<file path="src/rtl/vsi_op_queue.sv">
// vsi_op_queue: DEPTH-entry op FIFO between the host driver and the coprocessor control FSM.
// Define VSI_OP_QUEUE_BYPASS_EN to pass the host op straight through when the queue is empty.
module vsi_op_queue #(
    parameter  int DEPTH = 4,
    localparam int PTR_W = $clog2(DEPTH)
) (
    input  logic             vsi_clk,
    input  logic             vsi_rst_n,
    input  logic             host_op_valid,
    output logic             host_op_ready,
    input  logic [31:0]      host_op,
    input  logic             host_lmul,
    input  logic             host_sew,
    output logic             vsi_op_valid,
    input  logic             vsi_op_ready,
    output logic [31:0]      vsi_op,
    output logic             vsi_lmul,
    output logic             vsi_sew,
    input  logic             vsi_cop_idle,
    input  logic             q_flush,
    output logic [PTR_W:0]   q_count,
    output logic             q_empty,
    output logic             q_full,
    output logic             vsi_all_idle
);
    localparam int CNT_W = PTR_W + 1;

    logic [33:0]      mem_q [DEPTH];
    logic [PTR_W-1:0] wr_ptr_q, wr_ptr_d;
    logic [PTR_W-1:0] rd_ptr_q, rd_ptr_d;
    logic [CNT_W-1:0] count_q, count_d;
    logic             empty, full, byp, push, pop, wr_en, rd_en;
    logic [33:0]      head;

    assign empty = (count_q == '0);
    assign full  = (count_q == CNT_W'(DEPTH));

`ifdef VSI_OP_QUEUE_BYPASS_EN
    // Suppressed during flush so the FSM never consumes an op the host still holds.
    assign byp = empty & host_op_valid & ~q_flush;
`else
    assign byp = 1'b0;
`endif

    assign host_op_ready = ~full & ~q_flush;
    assign vsi_op_valid  = ~empty | byp;
    assign push          = host_op_valid & host_op_ready;
    assign pop           = vsi_op_valid & vsi_op_ready;
    assign wr_en         = push & ~(byp & vsi_op_ready);
    assign rd_en         = pop & ~byp;

    assign head = byp ? {host_sew, host_lmul, host_op} : mem_q[rd_ptr_q];
    assign {vsi_sew, vsi_lmul, vsi_op} = head;

    assign q_count      = count_q;
    assign q_empty      = empty;
    assign q_full       = full;
    assign vsi_all_idle = empty & vsi_cop_idle & ~host_op_valid;

    always_comb begin
        wr_ptr_d = wr_ptr_q;
        rd_ptr_d = rd_ptr_q;
        count_d  = count_q;
        if (q_flush) begin
            wr_ptr_d = '0;
            rd_ptr_d = '0;
            count_d  = '0;
        end else begin
            if (wr_en) wr_ptr_d = wr_ptr_q + PTR_W'(1);
            if (rd_en) rd_ptr_d = rd_ptr_q + PTR_W'(1);
            case ({wr_en, rd_en})
                2'b10:   count_d = count_q + CNT_W'(1);
                2'b01:   count_d = count_q - CNT_W'(1);
                default: count_d = count_q;
            endcase
        end
    end

    always_ff @(posedge vsi_clk or negedge vsi_rst_n) begin
        if (!vsi_rst_n) begin
            wr_ptr_q <= '0;
            rd_ptr_q <= '0;
            count_q  <= '0;
        end else begin
            wr_ptr_q <= wr_ptr_d;
            rd_ptr_q <= rd_ptr_d;
            count_q  <= count_d;
        end
    end

    // wr_en is already low during flush, so storage keeps its stale contents.
    always_ff @(posedge vsi_clk or negedge vsi_rst_n) begin
        if (!vsi_rst_n) begin
            for (int i = 0; i < DEPTH; i++) mem_q[i] <= '0;
        end else if (wr_en) begin
            mem_q[wr_ptr_q] <= {host_sew, host_lmul, host_op};
        end
    end

endmodule

</file>
<file path="config.mk">
export PLATFORM = sky130hd
export DESIGN_NAME = vsi_op_queue
export DESIGN_NICKNAME = d
export VERILOG_FILES = /design/src/rtl/vsi_op_queue.sv
export SDC_FILE = /design/constraint.sdc
export NUM_CORES = 1
export LEC_CHECK = 0
export ABC_AREA = 1
export CAP_MARGIN = 20
export CORE_MARGIN = 2
export CORE_UTILIZATION = 55
export DETAILED_ROUTE_END_ITERATION = 8
export GPL_TIMING_DRIVEN = 0
export PLACE_DENSITY_LB_ADDON = 0.12
export SLEW_MARGIN = 25
export SYNTH_ARGS = -nofsm -noshare
export SYNTH_HDL_FRONTEND = slang
export SYNTH_SLANG_ARGS = --single-unit
</file>
<file path="constraint.sdc">
create_clock -name vsi_clk -period 2.38 [get_ports vsi_clk]
set_input_delay 0.595 -clock vsi_clk [delete_from_list [all_inputs] [get_ports vsi_clk]]
set_output_delay 0.595 -clock vsi_clk [all_outputs]
set_load 0.02 [all_outputs]
</file>
==> impl_metrics.env, run 1 <==
export IMPL_die_w_um=111.8
export IMPL_finalSetupViolations=0
export IMPL_num_vias=5614
export IMPL_crit_family="buffers and inverters"
export IMPL_post_route_period_util_pct=98.41
export IMPL_drc_errors=0
export IMPL_use_met1_pct=38.55
export IMPL_fin_nets=871
export IMPL_cp_end_kind="output pin"
export IMPL_yosysTopAreaCell="dfrtp_1"
export IMPL_antenna_found_initial=0
export IMPL_cp_data_arrival_time_ps=1750
export IMPL_portBuffers=81
export IMPL_synthTopCellsByArea="dfrtp_1 (56%), o21ai_0 (13%), nand2_1 (8.9%)"
export IMPL_die_h_um=111.8
export IMPL_async_flop_share_pct=100.0
export IMPL_placed_area_mm2=0.007411
export IMPL_setup_tns_ps=0
export IMPL_worst_path_max_fanout=11
export IMPL_clk_pin_slew_ps=60
export IMPL_cpMaxStageDelayCell="dfrtp_1"
export IMPL_hpwl_um=11010
export IMPL_crit_path_cell_trace="buf_4 -> inv_6 -> buf_8 -> buf_8 -> nor2_1 -> o22ai_1 -> buf_4"
export IMPL_maxCapViolCount=0
export IMPL_cts_sinks=143
export IMPL_cts_buffers=17
export IMPL_yosys_warnings=0
export IMPL_core_area_mm2=0.01137
export IMPL_grt_ovfl_total=0
export IMPL_io_pins=82
export IMPL_ir_drop_mv=0.7261
export IMPL_cts_tree="yes"
export IMPL_crit_type="flop to output pin"
export IMPL_hold_class="primary input to async pin"
export IMPL_drtPass1Iterations=5
export IMPL_viasPerCell=5.717
export IMPL_max_stage_delay_ps=360
export IMPL_htreeDepth=4
export IMPL_post_drt_wl_per_cell_um=17.40
export IMPL_hold_worst_slack_ps=111.5
export IMPL_path_buf_inv=5
export IMPL_slew_headroom_pct=60.89
export IMPL_synth_edf_count=0
export IMPL_tightest_slew_ps=586.7
export IMPL_grt_pass1_wl_um=28230
export IMPL_hold_viol_final=0
export IMPL_grt_max_degree=76
export IMPL_crit_path_start_kind="flop"
export IMPL_clk_root_buffer_cell="clkbuf_16"
export IMPL_dieArea_mm2=0.01249
export IMPL_use_met2_pct=46.63
export IMPL_syn_inst=723
export IMPL_clockBufferDepth=2
export IMPL_nFillCells=904
export IMPL_post_synth_top_area_fraction_pct=56.01
export IMPL_stdcell_count=982
export IMPL_grt_busiest_layer="met2"
export IMPL_slew_viol_final=0
export IMPL_ant_nets=0
export IMPL_power_total_mw=9.634
export IMPL_routabilityCongestion=0.8021
export IMPL_insertion_delay_ps=420
export IMPL_fmax_mhz=427.0
export IMPL_placedCellCount=948
export IMPL_area_growth_pct=24.91
export IMPL_synth_flop_cell="dfrtp_1"
export IMPL_drive_above_1_share_pct=16.09
export IMPL_leakagePower_nw=3.958
export IMPL_synthesis_nets=768
export IMPL_rows=39
export IMPL_grt_pass1_vias=5704
export IMPL_netlist_area_mm2=0.006389
export IMPL_design_area_mm2=0.007980
export IMPL_fin_skew_ps=3.354
export IMPL_grtUsageTotal_pct=28.61
export IMPL_yosys_cell_types_count=25
export IMPL_drt_iter0_drc=466
export IMPL_synth_seq_cells=143
export IMPL_required_ps=1780
export IMPL_wl_um=17080
export IMPL_antenna_cells=0
export IMPL_grt_use_met3_pct=5.825
export IMPL_status="finished clean"
export IMPL_initial_core_util_pct=56.19
export IMPL_p_per_area_mw_per_mm2=1207
export IMPL_seq_area_frac_synth_pct=56.01
export IMPL_min_period_ps=2342
export IMPL_avgSynthCellArea_um2=8.836
[layer usage]
| layer | part of all wire [%] | vias to the layer above | routed length (um) |
|---|---|---|---|
| met5 | 0 | - | 0 |
| met4 | 1.6 | 0 | 267 |
| met3 | 6.9 | 28 | 1176 |
| met2 | 49 | 205 | 8423 |
| met1 | 42 | 2778 | 7216 |
| li1 | - | 2603 | - |
[stage by stage]
step	utilization (%)	worst slack, ps
after detailed placement	65.18	-422.7
after global placement	64.89	-4805
after floorplan	-	328.6
after CTS	70.41	-2.876
final	70.19	37.88
after global routing	70.19	-9.775
[final timing paths]
check,start,to,slack [ps],cells after the start
worst max-delay path,rd_ptr_q[0]$_DFFE_PN0P_,vsi_op[19],40,7
worst min-delay path,vsi_rst_n,mem_q[12]$_DFFE_PN0P_,110,1
worst max register to register,q_count[1]$_DFFE_PN0P_,q_count[2]$_DFFE_PN0P_,350,11
worst min register to register,mem_q[101]$_DFFE_PN0P_,mem_q[101]$_DFFE_PN0P_,480,2
max in group asynchronous,vsi_rst_n,q_count[2]$_DFFE_PN0P_,1510,2
min in group vsi_clk,mem_q[101]$_DFFE_PN0P_,mem_q[101]$_DFFE_PN0P_,480,2
[cell usage after synthesis (3+ instances only)]
master	n
nand2_1	152
dfrtp_1	143
buf_2	12
clkbuf_1	23
a21oi_1	3
nor2_1	69
ha_1	4
o22ai_1	34
o21ai_0	167
nand4_1	3
nand3_1	3
inv_1	43
o21ai_1	30
buf_6	12
nand2_4	5
o21ai_2	10
[logic make-up after synthesis]
family                   Yosys count  synth area share (%)
AND/OR/NAND/NOR                  235                 14.96
buffers and inverters             94                 7.246
XOR/XNOR                           1                0.1371
AO/OA/AOI/OAI                    245                 20.54
adder cells (fa/ha/maj)            5                 1.097
flip-flops                       143                 56.01
[layout by cell type, fill, tap and decap left out, types with 4 or more instances in the layout]
cell type	n
nand2_1	152
ha_1	4
buf_4	13
clkbuf_1	10
clkinv_2	5
nand2_4	5
o21ai_0	167
clkbuf_16	18
o21ai_2	10
o21ai_1	30
clkdlybuf4s50_1	41
clkbuf_4	6
buf_2	31
dfrtp_1	141
inv_1	41
clkbuf_2	7
clkbuf_8	10
buf_6	13
o22ai_1	33
nor2_1	69
[report_power, final]
part           total, mW  switching [mW]  internal (mW)
Combinational       3.18            1.91           1.27
Sequential          3.94           0.526           3.41
Clock               2.52           0.970           1.55
[final cells by class]
cell class / count / area, um^2 / share of cell area (%)
multi-input combinational: 486 / 2354 / 29.49
clock buffer: 27 / 543.0 / 6.805
inverter: 45 / 181.4 / 2.273
sequential: 143 / 3581 / 44.87
tap: 143 / 178.9 / 2.242
buffer: 49 / 384.1 / 4.813
timing repair buffer: 84 / 733.2 / 9.188
clock inverter: 5 / 25.02 / 0.3136
[state kept, by name, summed over array words and instances (netlist names)]
signal	flops
q_count	3
rd_ptr_q	2
mem_q	136
wr_ptr_q	2
[timing repair]
action                     4_1_cts  5_1_grt
buffers inserted                 1        0
hold buffers                     0        0
pin swaps                        2        2
resized for setup              167       30
setup endpoints to repair       38       30
gates cloned                     0        1
Note: power is estimated with default switching activity, not from simulation.
==> run 2, diff against run 1 <==
HOLD_SLACK_MARGIN = 0.08   (was default)
==> results of run 2 <==
Same layout as run 1: the final DEF is identical, and so are final timing and power.
==> run 3, diff against run 2 <==
CORE_UTILIZATION = 57   (was 55)
CTS_BUF_LIST = sky130_fd_sc_hd__clkbuf_8   (was default)
==> run 3 against run 2 <==
Compared with the run above: combinational power increased by 1%; die area down 3.4%; clock-buffer cell count decreased by 5; first-iteration DRC count grew 27%; global-route usage rose by 2.8 points; register-to-register slack worse by 50 ps; worst setup slack got worse by 28 ps; worst hold slack worse by 51 ps; sequential share of layout area up 0.68 points; cell area fell by 1.4%; final cell count shrank 0.41%; flip-flop and latch count stayed put; critical path type unchanged; largest power group unchanged; highest routed layer unchanged.
==> impl_metrics.env, run 3 (same netlist as run 1, synthesis figures left out) <==
export IMPL_largest_reg_flops=136
export IMPL_cts_tree="yes"
export IMPL_num_vias=5729
export IMPL_antenna_found_initial=0
export IMPL_drtPass1Iterations=7
export IMPL_clk_root_buffer_cell="clkbuf_8"
export IMPL_p_per_area_mw_per_mm2=1196
export IMPL_power_total_mw=9.407
export IMPL_fmax_mhz=422.0
export IMPL_grt_setup_unrepaired="yes"
export IMPL_portBuffers=81
export IMPL_required_ps=1780
export IMPL_crit_type="flop to output pin"
export IMPL_cp_data_arrival_time_ps=1770
export IMPL_maxCapViolCount=0
export IMPL_ctsHoldBuffers=0
export IMPL_crit_path_cell_trace="clkinv_4 -> buf_8 -> o21ai_0 -> o22ai_1 -> buf_4"
export IMPL_placed_area_mm2=0.007407
export IMPL_die_w_um=109.9
export IMPL_drc_errors=0
export IMPL_max_stage_delay_ps=480
export IMPL_hold_viol_final=0
export IMPL_slew_viol_final=0
export IMPL_leakagePower_nw=3.895
export IMPL_area_growth_pct=23.13
export IMPL_ir_drop_mv=0.6722
export IMPL_hpwl_um=11170
export IMPL_fin_ws_ps=10.14
export IMPL_drive_above_1_share_pct=16.59
export IMPL_clk_pin_slew_ps=80
export IMPL_slew_headroom_pct=59.42
export IMPL_largest_register="mem_q"
export IMPL_status="finished clean"
export IMPL_ant_nets=0
export IMPL_cts_sinks=143
export IMPL_cts_buffers=17
export IMPL_rows=38
export IMPL_fin_skew_ps=6.003
export IMPL_crit_path_start_kind="flop"
export IMPL_design_area_mm2=0.007866
export IMPL_core_area_mm2=0.01089
export IMPL_grt_pass1_vias=5679
export IMPL_initial_core_util_pct=58.68
export IMPL_grtUsageTotal_pct=31.37
export IMPL_dieArea_mm2=0.01207
export IMPL_die_h_um=109.9
export IMPL_drt_iter0_drc=593
export IMPL_hold_worst_slack_ps=60.41
export IMPL_post_route_period_util_pct=99.57
export IMPL_routabilityCongestion=0.8367
export IMPL_io_pins=82
export IMPL_insertion_delay_ps=470
export IMPL_finalSetupViolations=0
export IMPL_final_cell_mix="o21ai_0 (153), nand2_1 (152), dfrtp_1 (139), nor2_1 (68), o21ai_1 (44)"
export IMPL_cp_end_kind="output pin"
export IMPL_clockBufferDepth=2
export IMPL_wl_um=17640
export IMPL_grt_ovfl_total=0
export IMPL_htreeDepth=4
export IMPL_post_drt_wl_per_cell_um=18.03
export IMPL_antenna_cells=0
export IMPL_hold_class="primary input to async pin"
export IMPL_viasPerCell=5.858
export IMPL_cpMaxStageDelayCell="dfrtp_2"
export IMPL_final_common_cell="o21ai_0"
export IMPL_min_period_ps=2370
export IMPL_place_ws_ps=-413.0
export IMPL_worst_path_max_fanout=10
export IMPL_tightest_slew_ps=608.8
export IMPL_grt_max_degree=78
export IMPL_grt_pass1_wl_um=28300
export IMPL_fin_nets=870
export IMPL_setup_tns_ps=0
==> run 3: cell types whose count changed in the layout (fill, tap and decap cells not counted), sizes merged <==
cell,delta
clkdlybuf4s15,-2
clkinvlp,+1
clkinv,+1
buf,+6
bufinv,+4
inv,-1
clkbuf,-10
==> run 3: report_power, final <==
| part | switching [mW] | total [mW] | internal (mW) |
|---|---|---|---|
| clock | 0.937 | 2.21 | 1.28 |
| combinational | 1.93 | 3.22 | 1.30 |
| sequential | 0.565 | 3.97 | 3.41 |
==> run 3: critical path: cells and delay by family (launching register included) <==
kind	cells	cell delay [ps]
compound gates	2	360
buf+inv	3	460
flops	1	480
==> run 3: path summary, 6_finish.rpt <==
check | cells past startpoint | slack, ps | end | startpoint
min in group vsi_clk | 2 | 490 | mem_q[101]$_DFFE_PN0P_ | mem_q[101]$_DFFE_PN0P_
worst min-delay path | 1 | 60 | mem_q[113]$_DFFE_PN0P_ | vsi_rst_n
worst max-delay path | 5 | 10 | vsi_sew | rd_ptr_q[0]$_DFFE_PN0P_
worst min register to register | 2 | 490 | mem_q[101]$_DFFE_PN0P_ | mem_q[101]$_DFFE_PN0P_
max in group asynchronous | 2 | 1570 | q_count[0]$_DFFE_PN0P_ | vsi_rst_n
worst max register to register | 13 | 300 | q_count[2]$_DFFE_PN0P_ | q_count[1]$_DFFE_PN0P_
==> run 3: layer usage <==
| metal | GRT usage (%) | up-vias | wire length (um) |
|---|---|---|---|
| met5 | 0 | - | 0 |
| met4 | 11.48 | 0 | 362 |
| met3 | 8.062 | 43 | 1439 |
| met2 | 50.04 | 289 | 8614 |
| met1 | 41.53 | 2793 | 7221 |
| li1 | - | 2604 | - |
==> run 3: layout make-up <==
| class | count | area, um^2 |
|---|---|---|
| Buffer | 48 | 385.4 |
| Clock buffer | 22 | 302.8 |
| Clock inverter | 10 | 156.4 |
| Fill cell | 837 | 3022 |
| Inverter | 45 | 181.4 |
| Multi-Input combinational cell | 486 | 2356 |
| Sequential cell | 143 | 3583 |
| Tap cell | 140 | 175.2 |
| Timing Repair Buffer | 84 | 725.7 |
==> run 3: timing repair <==
item	CTS	global route
setup buffers	1	1
setup endpoints to repair	39	32
pin swaps	2	3
gates resized for setup	190	39
cloned	0	0
==> run 3: stage by stage <==
step	cells	utilization, %
2_1_floorplan	723	-
3_3_place_gp	944	67.73
3_5_place_dp	945	68.03
4_1_cts	977	72.08
5_1_grt	978	72.25
6_report	978	72.25
